$ cat config.mk
export PLATFORM = sky130hd
export DESIGN_NAME = lsu_pipelined
export DESIGN_NICKNAME = d
export VERILOG_FILES = /design/src/rtl/lsu_pipelined_pkg.sv /design/src/rtl/lsu_lane_align.sv /design/src/rtl/lsu_pipelined.sv
export SDC_FILE = /design/constraint.sdc
export NUM_CORES = 1
export LEC_CHECK = 0
export BUFFER_PORTS_ARGS = -buffer_cell sky130_fd_sc_hd__buf_2
export CAP_MARGIN = 20
export CORE_ASPECT_RATIO = 0.7
export CORE_MARGIN = 2
export CORE_UTILIZATION = 58
export DETAILED_ROUTE_END_ITERATION = 10
export GPL_ROUTABILITY_DRIVEN = 0
export HOLD_SLACK_MARGIN = 0.1
export PLACE_DENSITY = 0.86
export SLEW_MARGIN = 10
export SYNTH_ARGS = -nofsm -noshare
export SYNTH_HDL_FRONTEND = slang
export SYNTH_SLANG_ARGS = --single-unit
$ cat constraint.sdc
create_clock -name clk -period 7.1 [get_ports clk]
set_input_delay 1.42 -clock clk [delete_from_list [all_inputs] [get_ports clk]]
set_output_delay 1.42 -clock clk [all_outputs]
set_load 0.03 [all_outputs]
$ cat src/rtl/lsu_pipelined_pkg.sv
// lsu_pipelined_pkg
//   Shared instruction defines for the load/store unit: RV32 load/store
//   instruction IDs, the LSU FSM state encoding and small ID decode helpers.
package lsu_pipelined_pkg;

  localparam logic [5:0] INSTR_LB  = 6'd1;
  localparam logic [5:0] INSTR_LH  = 6'd2;
  localparam logic [5:0] INSTR_LW  = 6'd3;
  localparam logic [5:0] INSTR_LBU = 6'd4;
  localparam logic [5:0] INSTR_LHU = 6'd5;
  localparam logic [5:0] INSTR_SB  = 6'd6;
  localparam logic [5:0] INSTR_SH  = 6'd7;
  localparam logic [5:0] INSTR_SW  = 6'd8;

  typedef enum logic [1:0] {
    S_IDLE    = 2'd0,
    S_ACCESS  = 2'd1,
    S_ACCESS2 = 2'd2,
    S_RESP    = 2'd3
  } lsu_state_t;

  function automatic logic is_load(input logic [5:0] id);
    return (id == INSTR_LB) || (id == INSTR_LH) || (id == INSTR_LW) ||
           (id == INSTR_LBU) || (id == INSTR_LHU);
  endfunction

  function automatic logic is_store(input logic [5:0] id);
    return (id == INSTR_SB) || (id == INSTR_SH) || (id == INSTR_SW);
  endfunction

endpackage

$ cat src/rtl/lsu_lane_align.sv
// lsu_lane_align
//   Combinational lane steering for the LSU.
//   Ports:
//     i_id          instruction ID
//     i_off         byte offset addr[1:0]
//     i_wdata       store data (rs2)
//     i_rdata_lo    read data of the first (or only) beat
//     i_rdata_hi    low 3 bytes of the second beat (zero when no second beat)
//     o_be_lo       byte enables for the first beat
//     o_be_hi       byte enables for the second beat (zero if it fits in one word)
//     o_wdata       lane-aligned write data
//     o_load_data   extracted and extended load result
//     o_misaligned  access crosses its natural alignment
import lsu_pipelined_pkg::*;

module lsu_lane_align (
  input  logic [5:0]  i_id,
  input  logic [1:0]  i_off,
  input  logic [31:0] i_wdata,
  input  logic [31:0] i_rdata_lo,
  input  logic [23:0] i_rdata_hi,
  output logic [3:0]  o_be_lo,
  output logic [3:0]  o_be_hi,
  output logic [31:0] o_wdata,
  output logic [31:0] o_load_data,
  output logic        o_misaligned
);

  logic [3:0]  w_full_be;
  logic [31:0] w_base;
  logic [7:0]  w_be_wide;
  logic [31:0] w_shift;

  always_comb begin
    w_full_be = 4'b1111;
    w_base    = i_wdata;
    case (i_id)
      INSTR_LB, INSTR_LBU, INSTR_SB: begin
        w_full_be = 4'b0001;
        w_base    = {4{i_wdata[7:0]}};
      end
      INSTR_LH, INSTR_LHU, INSTR_SH: begin
        w_full_be = 4'b0011;
        w_base    = {2{i_wdata[15:0]}};
      end
      default: ;
    endcase
  end

  // Upper nibble is whatever spills into the next word.
  assign w_be_wide = {4'b0000, w_full_be} << i_off;
  assign o_be_lo   = w_be_wide[3:0];
  assign o_be_hi   = w_be_wide[7:4];

  // Rotating the replicated data is a no-op for aligned byte/half stores,
  // so one path serves both aligned and split accesses.
  always_comb begin
    o_wdata = w_base;
    case (i_off)
      2'd1:    o_wdata = {w_base[23:0], w_base[31:24]};
      2'd2:    o_wdata = {w_base[15:0], w_base[31:16]};
      2'd3:    o_wdata = {w_base[7:0],  w_base[31:8]};
      default: o_wdata = w_base;
    endcase
  end

  // {hi,lo} shifted right by 8*off puts the addressed data at bit 0.
  always_comb begin
    w_shift = i_rdata_lo;
    case (i_off)
      2'd1:    w_shift = {i_rdata_hi[7:0],  i_rdata_lo[31:8]};
      2'd2:    w_shift = {i_rdata_hi[15:0], i_rdata_lo[31:16]};
      2'd3:    w_shift = {i_rdata_hi[23:0], i_rdata_lo[31:24]};
      default: w_shift = i_rdata_lo;
    endcase
  end

  always_comb begin
    o_load_data = 32'h0;
    case (i_id)
      INSTR_LB:  o_load_data = {{24{w_shift[7]}}, w_shift[7:0]};
      INSTR_LBU: o_load_data = {24'h0, w_shift[7:0]};
      INSTR_LH:  o_load_data = {{16{w_shift[15]}}, w_shift[15:0]};
      INSTR_LHU: o_load_data = {16'h0, w_shift[15:0]};
      INSTR_LW:  o_load_data = w_shift;
      default:   o_load_data = 32'h0;
    endcase
  end

  always_comb begin
    o_misaligned = 1'b0;
    case (i_id)
      INSTR_LH, INSTR_LHU, INSTR_SH: o_misaligned = i_off[0];
      INSTR_LW, INSTR_SW:            o_misaligned = |i_off;
      default:                       o_misaligned = 1'b0;
    endcase
  end

endmodule

$ cat src/rtl/lsu_pipelined.sv
// lsu_pipelined
//   Sequential RV32 load/store unit driving a req/ready memory bus.
//   Optional macro LSU_MISALIGN_SPLIT_EN: misaligned accesses are split into
//   two aligned beats instead of faulting.
//   Ports:
//     clk, rst               clock, synchronous active-high reset
//     start, instr_id        execute stage request and instruction ID
//     rs2_value, mem_addr    store data and effective byte address
//     busy, done             transaction in progress, completion pulse
//     load_data              extended load result (held until next done)
//     fault, fault_addr      misalign/timeout fault and its byte address
//     bus_req/we/addr/be/wdata  registered memory request
//     bus_ready, bus_rdata   memory handshake and read data
import lsu_pipelined_pkg::*;

module lsu_pipelined #(
  parameter int ADDR_WIDTH     = 32,
  parameter int TIMEOUT_CYCLES = 255
) (
  input  logic                  clk,
  input  logic                  rst,
  input  logic                  start,
  input  logic [5:0]            instr_id,
  input  logic [31:0]           rs2_value,
  input  logic [ADDR_WIDTH-1:0] mem_addr,
  output logic                  busy,
  output logic                  done,
  output logic [31:0]           load_data,
  output logic                  fault,
  output logic [ADDR_WIDTH-1:0] fault_addr,
  output logic                  bus_req,
  output logic                  bus_we,
  output logic [ADDR_WIDTH-1:0] bus_addr,
  output logic [3:0]            bus_be,
  output logic [31:0]           bus_wdata,
  input  logic                  bus_ready,
  input  logic [31:0]           bus_rdata
);

  localparam int TW = (TIMEOUT_CYCLES > 1) ? $clog2(TIMEOUT_CYCLES) : 1;
  localparam logic [TW-1:0] TO_LAST = TW'(TIMEOUT_CYCLES - 1);

  lsu_state_t            r_state, w_state_nxt;
  logic [5:0]            r_id;
  logic [ADDR_WIDTH-1:0] r_addr;
  logic                  r_split, r_pend_fault;
  logic [31:0]           r_rdata_lo;
  logic [TW-1:0]         r_tcnt;
  logic [31:0]           r_load_data;
  logic                  r_fault;
  logic [ADDR_WIDTH-1:0] r_fault_addr;
  logic                  r_bus_req, r_bus_we;
  logic [ADDR_WIDTH-1:0] r_bus_addr;
  logic [3:0]            r_bus_be;
  logic [31:0]           r_bus_wdata;

  logic [5:0]  w_id;
  logic [1:0]  w_off;
  logic [3:0]  w_be_lo, w_be_hi;
  logic [31:0] w_wdata, w_load_data, w_rlo;
  logic [23:0] w_rhi;
  logic        w_misaligned, w_accept, w_in_access, w_beat_ok, w_timeout;
  logic        w_split_req, w_mis_fault;

  // In IDLE the lane logic looks at the incoming request; afterwards at the
  // latched one, so load extraction uses the captured ID/offset.
  assign w_id        = (r_state == S_IDLE) ? instr_id      : r_id;
  assign w_off       = (r_state == S_IDLE) ? mem_addr[1:0] : r_addr[1:0];
  assign w_rlo       = (r_state == S_ACCESS2) ? r_rdata_lo : bus_rdata;
  assign w_rhi       = (r_state == S_ACCESS2) ? bus_rdata[23:0] : 24'h0;

  lsu_lane_align u_align (
    .i_id         (w_id),
    .i_off        (w_off),
    .i_wdata      (rs2_value),
    .i_rdata_lo   (w_rlo),
    .i_rdata_hi   (w_rhi),
    .o_be_lo      (w_be_lo),
    .o_be_hi      (w_be_hi),
    .o_wdata      (w_wdata),
    .o_load_data  (w_load_data),
    .o_misaligned (w_misaligned)
  );

  assign w_accept    = (r_state == S_IDLE) && start &&
                       (is_load(instr_id) || is_store(instr_id));
  assign w_in_access = (r_state == S_ACCESS) || (r_state == S_ACCESS2);
  assign w_beat_ok   = w_in_access && r_bus_req && bus_ready;
  assign w_timeout   = (TIMEOUT_CYCLES != 0) && w_in_access && r_bus_req &&
                       !bus_ready && (r_tcnt == TO_LAST);

`ifdef LSU_MISALIGN_SPLIT_EN
  // A misaligned half inside one word (off=1) needs no second beat.
  assign w_split_req = w_misaligned && (w_be_hi != 4'h0);
  assign w_mis_fault = 1'b0;
`else
  assign w_split_req = 1'b0;
  assign w_mis_fault = w_misaligned;
`endif

  always_ff @(posedge clk) begin
    if (rst) r_state <= S_IDLE;
    else     r_state <= w_state_nxt;
  end

  always_comb begin
    w_state_nxt = r_state;
    case (r_state)
      S_IDLE:    if (w_accept) w_state_nxt = S_ACCESS;
      // A misalignment fault passes through ACCESS without requesting, which
      // keeps its done at the same cycle as a zero-wait access.
      S_ACCESS: begin
        if (r_pend_fault || w_timeout) w_state_nxt = S_RESP;
        else if (w_beat_ok)            w_state_nxt = r_split ? S_ACCESS2 : S_RESP;
      end
      S_ACCESS2: if (w_beat_ok || w_timeout) w_state_nxt = S_RESP;
      S_RESP:    w_state_nxt = S_IDLE;
      default:   w_state_nxt = S_IDLE;
    endcase
  end

  always_ff @(posedge clk) begin
    if (rst) begin
      r_id         <= '0;
      r_addr       <= '0;
      r_split      <= 1'b0;
      r_pend_fault <= 1'b0;
      r_rdata_lo   <= '0;
      r_tcnt       <= '0;
      r_load_data  <= '0;
      r_fault      <= 1'b0;
      r_fault_addr <= '0;
      r_bus_req    <= 1'b0;
      r_bus_we     <= 1'b0;
      r_bus_addr   <= '0;
      r_bus_be     <= '0;
      r_bus_wdata  <= '0;
    end else begin
      case (r_state)
        S_IDLE: begin
          if (w_accept) begin
            r_id         <= instr_id;
            r_addr       <= mem_addr;
            r_tcnt       <= '0;
            r_split      <= w_split_req;
            r_pend_fault <= w_mis_fault;
            if (!w_mis_fault) begin
              r_bus_req   <= 1'b1;
              r_bus_we    <= is_store(instr_id);
              r_bus_addr  <= {mem_addr[ADDR_WIDTH-1:2], 2'b00};
              r_bus_be    <= w_be_lo;
              r_bus_wdata <= w_wdata;
            end
          end
        end
        S_ACCESS, S_ACCESS2: begin
          if (r_pend_fault) begin
            r_pend_fault <= 1'b0;
            r_fault      <= 1'b1;
            r_fault_addr <= r_addr;
            if (is_load(r_id)) r_load_data <= '0;
          end else if (w_beat_ok) begin
            r_tcnt <= '0;
            if ((r_state == S_ACCESS) && r_split) begin
              r_rdata_lo <= bus_rdata;
              r_bus_addr <= r_bus_addr + ADDR_WIDTH'(4);
              r_bus_be   <= w_be_hi;
            end else begin
              r_bus_req <= 1'b0;
              r_fault   <= 1'b0;
              if (is_load(r_id)) r_load_data <= w_load_data;
            end
          end else if (w_timeout) begin
            r_bus_req    <= 1'b0;
            r_fault      <= 1'b1;
            r_fault_addr <= r_addr;
            if (is_load(r_id)) r_load_data <= '0;
          end else if (r_bus_req) begin
            r_tcnt <= r_tcnt + TW'(1);
          end
        end
        default: ;
      endcase
    end
  end

  assign busy       = (r_state != S_IDLE);
  assign done       = (r_state == S_RESP);
  assign load_data  = r_load_data;
  assign fault      = r_fault;
  assign fault_addr = r_fault_addr;
  assign bus_req    = r_bus_req;
  assign bus_we     = r_bus_we;
  assign bus_addr   = r_bus_addr;
  assign bus_be     = r_bus_be;
  assign bus_wdata  = r_bus_wdata;

endmodule
# Word level (Yosys, flattened, before mapping)
# Index checks and enable logic that the tools add are counted.
dict set report totals {
  regBits 184
  input_bits 106
  output_inout_bits 137
  elab_cells 143
}
dict set report classes {
  addsub 1
  eq_ne 39
  shifts 1
  mux 46
  bitwise_logic 2
  reduce_logical 41
}
# cell count
set ops {}
lappend ops {{32-bit 2-to-1 mux} 12}
lappend ops {{32-bit case mux with 3 select lines} 2}
lappend ops {{32-bit case mux with 5 select lines} 1}
lappend ops {{32-bit case mux with 2 select lines} 1}
lappend ops {{6-bit by 3-bit equality test with 1-bit output, second input constant} 10}
lappend ops {{8-bit 2-to-1 mux} 5}
lappend ops {{6-bit by 2-bit equality test with 1-bit output, second input constant} 6}
lappend ops {{24-bit 2-to-1 mux} 1}
lappend ops {{6-bit by 1-bit equality test with 1-bit output, second input constant} 3}
lappend ops {{8-bit case mux with 2 select lines} 1}
lappend ops {{1-bit logical OR} 14}
lappend ops {{6-bit by 4-bit equality test with 1-bit output, second input constant} 2}
lappend ops {{4-bit 2-to-1 mux} 3}
lappend ops {{3-bit AND reduction} 4}
lappend ops {{2-bit 2-to-1 mux} 5}
lappend ops {{2-bit inequality test, second input constant} 5}
lappend ops {{5-bit AND reduction} 2}
lappend ops {{1-bit 2-to-1 mux} 9}
lappend ops {{3-bit inequality test, second input constant} 3}
lappend ops {{8-bit by 1-bit adder with 8-bit output, second input constant} 1}
lappend ops {{2-bit equality test, second input constant} 4}
lappend ops {{8-bit equality test, second input constant} 1}
lappend ops {{2-bit case mux with 4 select lines} 1}
lappend ops {{4-bit case mux with 2 select lines} 1}
lappend ops {{16 further kinds} 33}

# Logic depth before layout (Yosys ltp)
dict set report logic_depth {
  word_depth 9
  depth_mapped 12
  depth_no_buf 8
}

# Hierarchy
# Synthesis repeated with hierarchy kept, for this count alone.
dict set report hier_totals {
  hier_cells 1220
  area_unflattened_um2 9741.8
}
# mod instances cells_per_inst area_each_um2 seq_area_each_um2
set by_module_without_submodules {}
lappend by_module_without_submodules {lsu_pipelined 1 855 7288.2 3643.5}
lappend by_module_without_submodules {lsu_lane_align 1 365 2453.6 0.0}

# Worst setup path after synthesis
# OpenSTA, ideal clock, no wires.
dict set report synth_timing {
  kind {in2reg}
  start {input port instr_id[0]}
  end {register r_bus_wdata[19], in the netlist bus_wdata[19]}
  setup_time_ps 117
  arrival_time_ps 3277
  required_time_ps 6983
  path_slack_ps 3705
  stages 8
  path_buffers 3
  path_cell_list {clkbuf_1 -> mux2_2 -> or3_4 -> a211oi_4 -> nor3_1 -> buf_6 -> buf_6 -> a32o_1}
}
dict set report synth_between {
  elab_chain_cells 8
  elab_cells_between_ends 33
  cone_classes {16 x eq/ne; 4 x mux; 1 x bitwise; 12 x reduce/logical}
}
# element line_no
set synth_rtl {}
lappend synth_rtl {{start: declaration} lsu_pipelined.sv:23} ;# input logic [5:0] instr_id,
lappend synth_rtl {{parallel branches: the longest is 8 deep, another holds 32-bit case mux with 2 select lines} n/a}
lappend synth_rtl {{end signal: assignment} lsu_pipelined.sv:152} ;# r_bus_wdata <= w_wdata;
lappend synth_rtl {{end: declaration} lsu_pipelined.sv:55} ;# logic [31:0] r_bus_wdata;
# Parallel ways; which one is timed is not known.
# A chain may end at the register's enable or synchronous reset.

# Worst setup path after layout
dict set report layout_timing {
  start {register r_state[0]}
  end {register r_bus_wdata[22], in the netlist bus_wdata[22]}
}
dict set report layout_between {
  elab_chain_cells 7
  elab_cells_between_ends 25
  cone_classes {11 x eq/ne; 5 x mux; 1 x bitwise; 8 x reduce/logical}
}
# element line_no
set layout_rtl {}
lappend layout_rtl {{start: declaration} lsu_pipelined.sv:43} ;# lsu_state_t r_state, w_state_nxt;
lappend layout_rtl {{start signal: assignment} lsu_pipelined.sv:103} ;# else r_state <= w_state_nxt;
lappend layout_rtl {{2-bit logical NOT *} n/a}
lappend layout_rtl {{6-bit 2-to-1 mux} lsu_pipelined.sv:67} ;# assign w_id = (r_state == S_IDLE) ? instr_id : r_id;
lappend layout_rtl {{6-bit by 2-bit equality test with 1-bit output (tied with other cells)} {lsu_lane_align.sv:37, lsu_lane_align.sv:92}}
lappend layout_rtl {{3-bit OR reduction or 2-bit OR reduction (tied branches)} {lsu_lane_align.sv:37, lsu_lane_align.sv:92}}
lappend layout_rtl {{1-bit case mux with 2 select lines} lsu_lane_align.sv:92} ;# case (i_id)
lappend layout_rtl {{1-bit NOT (no line)} n/a}
lappend layout_rtl {{3-bit AND reduction (no line)} n/a}
# Every way passes the cells marked *; elsewhere a longest branch is shown, timed or not.

==> impl_metrics.toml <==
[clock_tree]
clock-sinks = 182
htreeDepth = 4
cts-root-buf = "clkbuf_16"
insertion_delay_ns = 0.43
numCtsBuffers = 17
cts_tree = "done"
hold_buffers = 0
cts_setup_buffers = 0
clockBufferDepth = 2
clk_pin_slew_ns = 0.07
ctsResizeCount = 0

[global_routing]
antenna_found_initial = 2
grt_max_degree = 73
grt_use_total_pct = 33.89
grt_pass1_wl_um = 48000
grt_pass1_vias = 9382
grt_remaining_overflow = 0

[placement]
dp_hpwl_um = 20990
io_buffers = 240
dp.cells = 1575

[setup_path]
cp.required_ns = 7.43
r2r_end = "bus_wdata[22]$_SDFFE_PP0P_"
cp_slowest_stage_delay_ns = 1.00
worstRegToRegCells = 7
critical_path_class = "register to register"
cp-endpoint = "bus_wdata[22]$_SDFFE_PP0P_"
cp_data_arrival_time_ns = 4.51
slowest_stage = "or3_1"
timing.rr.start = "r_state[0]$_SDFFE_PP0P_"
crit_path_max_fanout = 47
start_kind = "register"
endpoint_kind = "register"
cp-startpoint = "r_state[0]$_SDFFE_PP0P_"
reg2reg_slack_ns = 2.92
worstPathCellList = "inv_1 > ha_1 > and4bb_2 > nand3_2 > or3_1 > and3_1 > a31o_2"

[worst_hold_path]
hp-class = "register to register"

[timing]
fin_crit_sh_pct = 58.85
hold_violations = 0
min_period_ns = 4.179
slew_headroom_pct = 23.01
finalSetupTns_ns = 0
fin_skew_ns = 0.008399
setup-violations-final = 0
holdWs_ns = 0.4490
grt_setup_unrepaired = "no"
fmax_mhz = 239.3
worst_slew_pin_slew_ns = 1.155
drv_slew = 0

[cells_and_area]
multi_input_area_um2 = 5482
areaGrowthSynthToFinish_pct = 18.95
finalNonFillerCells = 1609
mostFrequentLayoutCells = "262 x nand2_1, 239 x buf_2, 182 x dfxtp_1"
layout.nets = 1485
seq_area_um2 = 3643
drive_gt1_share_pct = 23.43
postLayoutCoreUtil_pct = 70.18
layout_commonest_cell = "nand2_1"
fill_cells = 1389

[pwr]
ir_worst_vdd_uv = 204.8
combPwrFrac_pct = 38.8
finalPower_uw = 3411
intPower_uw = 2020
p_leak_uw = 0.004701
pwr-share-seq_pct = 32.2
p_sw_share_pct = 40.77
power_density_nw_per_um2 = 299.1
p_sw_uw = 1391
clkPwrFrac_pct = 28.9

[die]
num_rows = 39
core_um2 = 16250
die_w_um = 157.7
dieArea_um2 = 17590
io_pins = 243
initial_core_util_pct = 59.00
die_h_um = 111.6

[yosys]
async_reset_ff_share_pct = 0
avgSynthCellArea_um2 = 8.009
synth_seq_area_share_pct = 38.01
synthTopCellsByArea = "dfxtp_1 38%, nand2_1 10%, a21oi_1 7.2%"
yosysTopAreaCell = "dfxtp_1"
yosys_warnings = 0
yosysUniqueCellTypes = 76
synth_top_area_share_pct = 38.01
synth-seq-cells = 182
syn_area_um2 = 9587
syn_inst = 1197
synth_edf_count = 0
synth_flop_cell = "dfxtp_1"

[drt]
wl_per_cell_um = 19.24
vias_per_cell = 6.429
num_vias = 10340
drt_pre_antenna_iters = 7
routed_wl_um = 30970
ant_nets = 0
drt-initial-drc-count = 1511
drc = 0

[flow_run]
drv_cap = 0

[status]
outcome = "completed"
worst min path at each step:
stage | end | start | cells after the start
2_1_floorplan | fault_addr[10]$_SDFFE_PP0P_ | r_addr[10]$_SDFFE_PP0P_ | 2
3_3_place_gp | fault_addr[17]$_SDFFE_PP0P_ | fault_addr[17]$_SDFFE_PP0P_ | 2
3_5_place_dp | load_data[12]$_SDFFE_PP0P_ | load_data[12]$_SDFFE_PP0P_ | 2
4_1_cts | fault_addr[28]$_SDFFE_PP0P_ | fault_addr[28]$_SDFFE_PP0P_ | 2
5_1_grt | bus_addr[18]$_SDFFE_PP0P_ | bus_addr[18]$_SDFFE_PP0P_ | 2
6_report | fault_addr[28]$_SDFFE_PP0P_ | fault_addr[28]$_SDFFE_PP0P_ | 2
critical path, delay by kind of cell, from the launching register on:
kind,cells,cell delay [ns]
and+or+nand+nor,4,2.49
AOI/OAI and AO/OA,1,0.21
adders and majority gates,1,0.81
buffers and inverters,1,0.18
DFF,1,0.38
per-layer routing:
layer | share of wire [%] | up-vias | track usage, %
met1 | 41 | 4835 | 46.32
met5 | 0.039 | - | 0
met3 | 14 | 102 | 11.60
met4 | 2.8 | 2 | 11.15
li1 | - | 4701 | -
met2 | 42 | 704 | 50.17
metrics by stage:
stage	worst slack, ns	area, um^2
after global routing	2.716	11400
after global placement	2.788	10750
after floorplan	3.705	9590
after detailed placement	2.733	10760
after CTS	3.004	11370
final	2.921	11400
synth_stat cells (15+ instances only):
library cell,instances
nand2_1,262
dfxtp_1,182
a21oi_1,137
clkbuf_1,71
mux2i_1,52
nor2_1,49
o21ai_0,48
a22oi_1,24
a22o_1,23
o22ai_1,21
nand3_1,18
nor2b_1,17
o211ai_1,17
and3_1,16
nor3_1,15
registers in the layout, indices dropped and copies added, names as in the netlist:
register	count
fault_addr	32
fault	1
r_state	2
r_tcnt	8
bus_addr	30
r_id	6
bus_req	1
bus_be	4
r_pend_fault	1
load_data	32
r_addr	32
bus_we	1
bus_wdata	32
layout make-up:
cell class / instances / area share (%)
tap: 225 / 2.469
sequential: 182 / 31.95
timing repair buffer: 255 / 11.72
clock inverter: 15 / 1.646
antenna: 1 / 0.02194
inverter: 12 / 0.3950
multi-input combinational: 902 / 48.07
clock buffer: 17 / 3.731
kinds of logic after synthesis:
group	synth area share [%]
AO/OA/AOI/OAI	28.17
XOR/XNOR	0.8223
adder cells (fa/ha/maj)	1.175
buffers and inverters	5.299
flip-flops	38.01
multiplexers	6.578
other	0.03912
AND/OR/NAND/NOR	19.92
power groups by stage:
| stage | Clock (uW) | Sequential (uW) | Combinational, uW |
|---|---|---|---|
| floorplan | 0 | 1170 | 879 |
| global placement | 0 | 1120 | 1230 |
| detailed placement | 0 | 1120 | 1250 |
| CTS | 990 | 1100 | 1260 |
| global route | 1040 | 1100 | 1390 |
| finish | 987 | 1100 | 1320 |
No activity file was read; power rests on OpenSTA's default activity.
